<file path="src/rtl/c_pack.sv">
// Packs a stream of mixed 16-bit and 32-bit instructions into aligned 32-bit words.
// Supports flush (pad the pending half with c.nop) and redirect (restart at a new address).
module c_pack #(
  parameter logic [31:0] RESET_ADDR = 32'h0000_0000
) (
  input  logic        clk,
  input  logic        reset,
  input  logic [31:0] inst_in,
  input  logic        inst_valid_i,
  output logic        inst_ready_o,
  input  logic        flush_i,
  input  logic        redirect_i,
  input  logic [31:0] redirect_addr_i,
  output logic        cmd_done_o,
  output logic [31:0] pc_out,
  output logic        pc_misaligned_o,
  output logic [31:0] word_o,
  output logic [31:0] word_addr_o,
  output logic        word_valid_o,
  input  logic        word_ready_i
);

  localparam logic [31:0] BASE_ADDR = {RESET_ADDR[31:2], 2'b00};
  localparam logic [15:0] C_NOP     = 16'h0001;

  logic [31:0] wa_r;
  logic [15:0] hq_r;
  logic        hv_r;
  logic [31:0] word_r;
  logic [31:0] word_addr_r;
  logic        word_valid_r;
  logic        cmd_done_r;

  logic        slot_free_s;
  logic        take_redirect_s;
  logic        take_flush_s;
  logic        take_inst_s;
  logic        inst_is_32_s;
  logic [31:0] wa_next_s;
  logic [15:0] hq_next_s;
  logic        hv_next_s;
  logic        emit_s;
  logic [31:0] emit_word_s;
  logic        unused_addr_bit_s;

  assign unused_addr_bit_s = redirect_addr_i[0];

  // A command is not retaken in the cycle its done pulse is visible.
  assign slot_free_s     = !word_valid_r || word_ready_i;
  assign take_redirect_s = redirect_i && slot_free_s && !cmd_done_r;
  assign take_flush_s    = flush_i && !redirect_i && slot_free_s && !cmd_done_r;
  assign inst_ready_o    = slot_free_s && !flush_i && !redirect_i;
  assign take_inst_s     = inst_valid_i && inst_ready_o;
  assign inst_is_32_s    = (inst_in[1:0] == 2'b11);

  assign pc_out          = wa_r + (hv_r ? 32'd2 : 32'd0);
  assign pc_misaligned_o = hv_r;
  assign word_o          = word_r;
  assign word_addr_o     = word_addr_r;
  assign word_valid_o    = word_valid_r;
  assign cmd_done_o      = cmd_done_r;

  // Next packing state and the word to emit, commands first.
  always_comb begin
    wa_next_s   = wa_r;
    hq_next_s   = hq_r;
    hv_next_s   = hv_r;
    emit_s      = 1'b0;
    emit_word_s = 32'h0000_0000;
    if (take_redirect_s) begin
      emit_s      = hv_r;
      emit_word_s = {C_NOP, hq_r};
      wa_next_s   = {redirect_addr_i[31:2], 2'b00};
      if (redirect_addr_i[1]) begin
        hq_next_s = C_NOP;
        hv_next_s = 1'b1;
      end else begin
        hv_next_s = 1'b0;
      end
    end else if (take_flush_s) begin
      if (hv_r) begin
        emit_s      = 1'b1;
        emit_word_s = {C_NOP, hq_r};
        wa_next_s   = wa_r + 32'd4;
        hv_next_s   = 1'b0;
      end else begin
        emit_s = 1'b0;
      end
    end else if (take_inst_s) begin
      case ({hv_r, inst_is_32_s})
        2'b00: begin
          hq_next_s = inst_in[15:0];
          hv_next_s = 1'b1;
        end
        2'b01: begin
          emit_s      = 1'b1;
          emit_word_s = inst_in;
          wa_next_s   = wa_r + 32'd4;
        end
        2'b10: begin
          emit_s      = 1'b1;
          emit_word_s = {inst_in[15:0], hq_r};
          wa_next_s   = wa_r + 32'd4;
          hv_next_s   = 1'b0;
        end
        2'b11: begin
          emit_s      = 1'b1;
          emit_word_s = {inst_in[15:0], hq_r};
          wa_next_s   = wa_r + 32'd4;
          hq_next_s   = inst_in[31:16];
        end
        default: begin
          emit_s = 1'b0;
        end
      endcase
    end else begin
      emit_s = 1'b0;
    end
  end

  // Packing state, output register and command acknowledge.
  always_ff @(posedge clk) begin
    if (reset) begin
      wa_r         <= BASE_ADDR;
      hq_r         <= 16'h0000;
      hv_r         <= 1'b0;
      word_r       <= 32'h0000_0000;
      word_addr_r  <= BASE_ADDR;
      word_valid_r <= 1'b0;
      cmd_done_r   <= 1'b0;
    end else begin
      wa_r       <= wa_next_s;
      hq_r       <= hq_next_s;
      hv_r       <= hv_next_s;
      cmd_done_r <= take_redirect_s || take_flush_s;
      if (emit_s) begin
        word_r       <= emit_word_s;
        word_addr_r  <= wa_r;
        word_valid_r <= 1'b1;
      end else if (word_ready_i) begin
        word_valid_r <= 1'b0;
      end else begin
        word_valid_r <= word_valid_r;
      end
    end
  end

endmodule

</file>
<file path="config.mk">
export PLATFORM = sky130hd
export DESIGN_NAME = c_pack
export DESIGN_NICKNAME = d
export VERILOG_FILES = /design/src/rtl/c_pack.sv
export SDC_FILE = /design/constraint.sdc
export NUM_CORES = 1
export LEC_CHECK = 0
export BUFFER_PORTS_ARGS = -buffer_cell sky130_fd_sc_hd__buf_2
export CORE_MARGIN = 2
export CORE_UTILIZATION = 46
export DETAILED_ROUTE_END_ITERATION = 7
export GPL_TIMING_DRIVEN = 0
export PLACE_DENSITY = 0.75
export SLEW_MARGIN = 10
export SYNTH_ARGS = -nofsm -noshare
export SYNTH_HDL_FRONTEND = slang
export SYNTH_SLANG_ARGS = --single-unit
</file>
<file path="constraint.sdc">
create_clock -name clk -period 2 [get_ports clk]
set_input_delay 0.1 -clock clk [delete_from_list [all_inputs] [get_ports clk]]
set_output_delay 0.1 -clock clk [all_outputs]
set_load 0.005 [all_outputs]
</file>
==> results.json <==
{
  "status": "complete, but fails checks",
  "violations": "setup timing",
  "ir_worst_vdd_v": 0.000519,
  "place_ws_ns": -0.507,
  "num_vias": 5757,
  "tritoncts": "built",
  "yosys_warnings": 0,
  "rsz0062_at_grt": "true",
  "multiInputGateArea_um2": 2870,
  "fin_skew_ns": 0.0110,
  "yosysUniqueCellTypes": 49,
  "first_pass_iters": 7,
  "power_density_nw_per_um2": 723,
  "drv_slew": 0,
  "rows": 38,
  "routed_wl_um": 17800,
  "clkLatencyLatePin_ns": 0.40,
  "async_flop_share_pct": 0,
  "criticalPathCategory": "flip-flop to flip-flop",
  "die_area_um2": 12000,
  "syn_inst": 616,
  "chipWidth_um": 109,
  "coreArea_um2": 10800,
  "ant_nets": 0,
  "slew-limit-headroom_pct": 57.9,
  "layout_common_cells": "169 x buf_2, 91 x dfxtp_1, 87 x nand2_1, 66 x nor2_1, 50 x a21oi_1",
  "globalRouteTotalUtil_pct": 28.9,
  "yosys-top-cells-area": "dfxtp_1 43%, nand2_1 6.5%, a21oi_1 5.0%",
  "layout-drive-gt1-share_pct": 35.4,
  "overflow": 0,
  "netlist_area_um2": 5110,
  "drc": 0,
  "tightest_slew_ns": 0.632,
  "drv_cap": 0,
  "path_clk_slew_ns": 0.11,
  "ys_ff_latch": 111,
  "cts_sinks": 111,
  "synth_top_cell_area_share_pct": 43.5,
  "p_total_uw": 5170,
  "nets": 913,
  "ys_seq_area_share_pct": 43.5,
  "synthMuxAreaShare_pct": 2.96,
  "cp_max_fo": 7,
  "fin_ws_ns": -0.0274,
  "setup_viol": 6,
  "grt_pass1_vias": 5400,
  "io_pins": 170,
  "crit_required_ns": 2.31,
  "start_util_pct": 47.1,
  "worst_ep_arrival_time_ns": 2.33,
  "synth_fa_ha_area_share_pct": 0.245,
  "min_period_over_period_pct": 101,
  "layout_commonest_cell": "buf_2",
  "wl_met2_um": 8550,
  "wl_met1_um": 7320,
  "num-fill-cells": 885,
  "grt_pass1_wl_um": 26700,
  "crit_path_end_kind": "flip-flop",
  "synth-edff-count": 0,
  "synth.avg_cell_area_um2": 8.29,
  "final-seq-area_um2": 2270,
  "fin_crit_ns": 2.03,
  "leakagePower_uw": 0.00298,
  "yosys.area.top_type": "dfxtp_1",
  "hp-class": "input pin to flip-flop",
  "wl_met3_um": 1560,
  "htreeDepth": 3,
  "dp_hpwl_um": 12000,
  "synthSimpleGateAreaFrac_pct": 22.9,
  "synth_top_family_by_area": "simple AND/OR/NAND/NOR gates",
  "cts_buffers": 9,
  "highest_layer": "met4",
  "start_kind": "flip-flop",
  "clock_path_buffers": 2,
  "die_h_um": 109,
  "io_buffers": 163,
  "initialDrtViolationCount": 509,
  "synth_xor_area_share_pct": 2.91,
  "gp_congestion": 0.911,
  "synth-main-ff-cell": "dfxtp_1",
  "antenna_found_initial": 1,
  "wl_per_cell_um": 18.0,
  "syn2layout_area_growth_pct": 40.0,
  "synth-compound-area-share_pct": 22.4,
  "cts-root-buf": "clkbuf_8",
  "grt_start_max_net_pins": 19,
  "via_per_inst": 5.83,
  "finalHoldViolations": 0,
  "max_freq_mhz": 493
}
[power by group]
group	switching [uW]	internal [uW]	total, uW
Combinational	615	476	1090
Clock	822	746	1570
Sequential	141	2370	2510
[final timing paths]
kind	startpoint	endpoint	slack, ns	cells past startpoint
setup / recovery	word_valid_o$_SDFFE_PP0P_	wa_r[25]$_SDFFE_PP0P_	-0.03	6
hold / removal	redirect_addr_i[24]	wa_r[24]$_SDFFE_PP0P_	0.01	3
setup reg to reg	word_valid_o$_SDFFE_PP0P_	wa_r[25]$_SDFFE_PP0P_	-0.03	6
hold reg to reg	word_addr_o[6]$_SDFFE_PP0P_	word_addr_o[6]$_SDFFE_PP0P_	0.46	2
[per-layer routing]
layer | global-route usage [%] | vias to the layer above
li1 | - | 2690
met4 | 10.9 | 0
met2 | 47.8 | 299
met3 | 7.77 | 34
met5 | 0 | -
met1 | 35.9 | 2734
[metrics by stage]
step / util [%] / area (um^2) / hold WS, ns / TNS, ns / instances
after floorplan: - / 5130 / 0.234 / 0 / 618
after global placement: 56.5 / 6120 / 0.397 / -29.11 / 921
after detailed placement: 56.5 / 6120 / 0.394 / -32.57 / 921
after CTS: 63.6 / 6890 / 0.00438 / -0.357 / 972
after global routing: 66.0 / 7150 / 0.00332 / -1.05 / 987
final: 66.0 / 7150 / 0.0128 / -0.108 / 988
[sequential cells by signal, indices dropped and copies added (netlist names)]
name             cells
word_o              32
wa_r                30
word_addr_o         30
hq_r                16
cmd_done_o           1
pc_misaligned_o      1
word_valid_o         1
[logic make-up after synthesis]
logic type | after synthesis
simple gates | 250
compound gates | 160
flops | 111
buf+inv | 61
xor+xnor | 17
mux | 15
fa+ha+maj | 1
other cells | 1
[critical path, cell delays in order (launching register included)]
cell	delay, ns
dfxtp_1	0.34
nor2b_4	0.16
or4_4	0.56
buf_4	0.18
a2111oi_4	0.34
xnor2_1	0.11
a211oi_1	0.24
[area by class of cell]
class	count	area share (%)
antenna	1	0.0350
clock buffer	10	1.92
tap	140	2.45
inverter	6	0.315
clock inverter	6	1.31
multi-input combinational	447	40.1
buffer	52	3.99
timing repair buffer	215	18.1
sequential	111	31.7
[synthesized netlist by cell type, types with 6 or more instances]
library cell / instances
nor4_1: 7
mux2i_1: 14
nor3_1: 23
o21ai_0: 6
nand3_1: 15
xnor2_1: 17
nor2_1: 67
inv_1: 6
and4_1: 9
dfxtp_1: 111
a311oi_1: 7
a22oi_1: 15
a22o_1: 14
buf_2: 7
a21oi_1: 51
or3_1: 21
a221oi_1: 15
nand2_1: 88
a211oi_1: 32
clkbuf_1: 39
[timing repair]
action / in CTS / in global routing
setup endpoints to repair: 100 / 83
gates resized for setup: 67 / 48
gates cloned: 2 / 0
hold buffers: 22 / 0
setup buffers: 11 / 18
hold endpoints to repair: 22 / 0
pin swaps: 14 / 14
(Power assumes the default switching activity.)
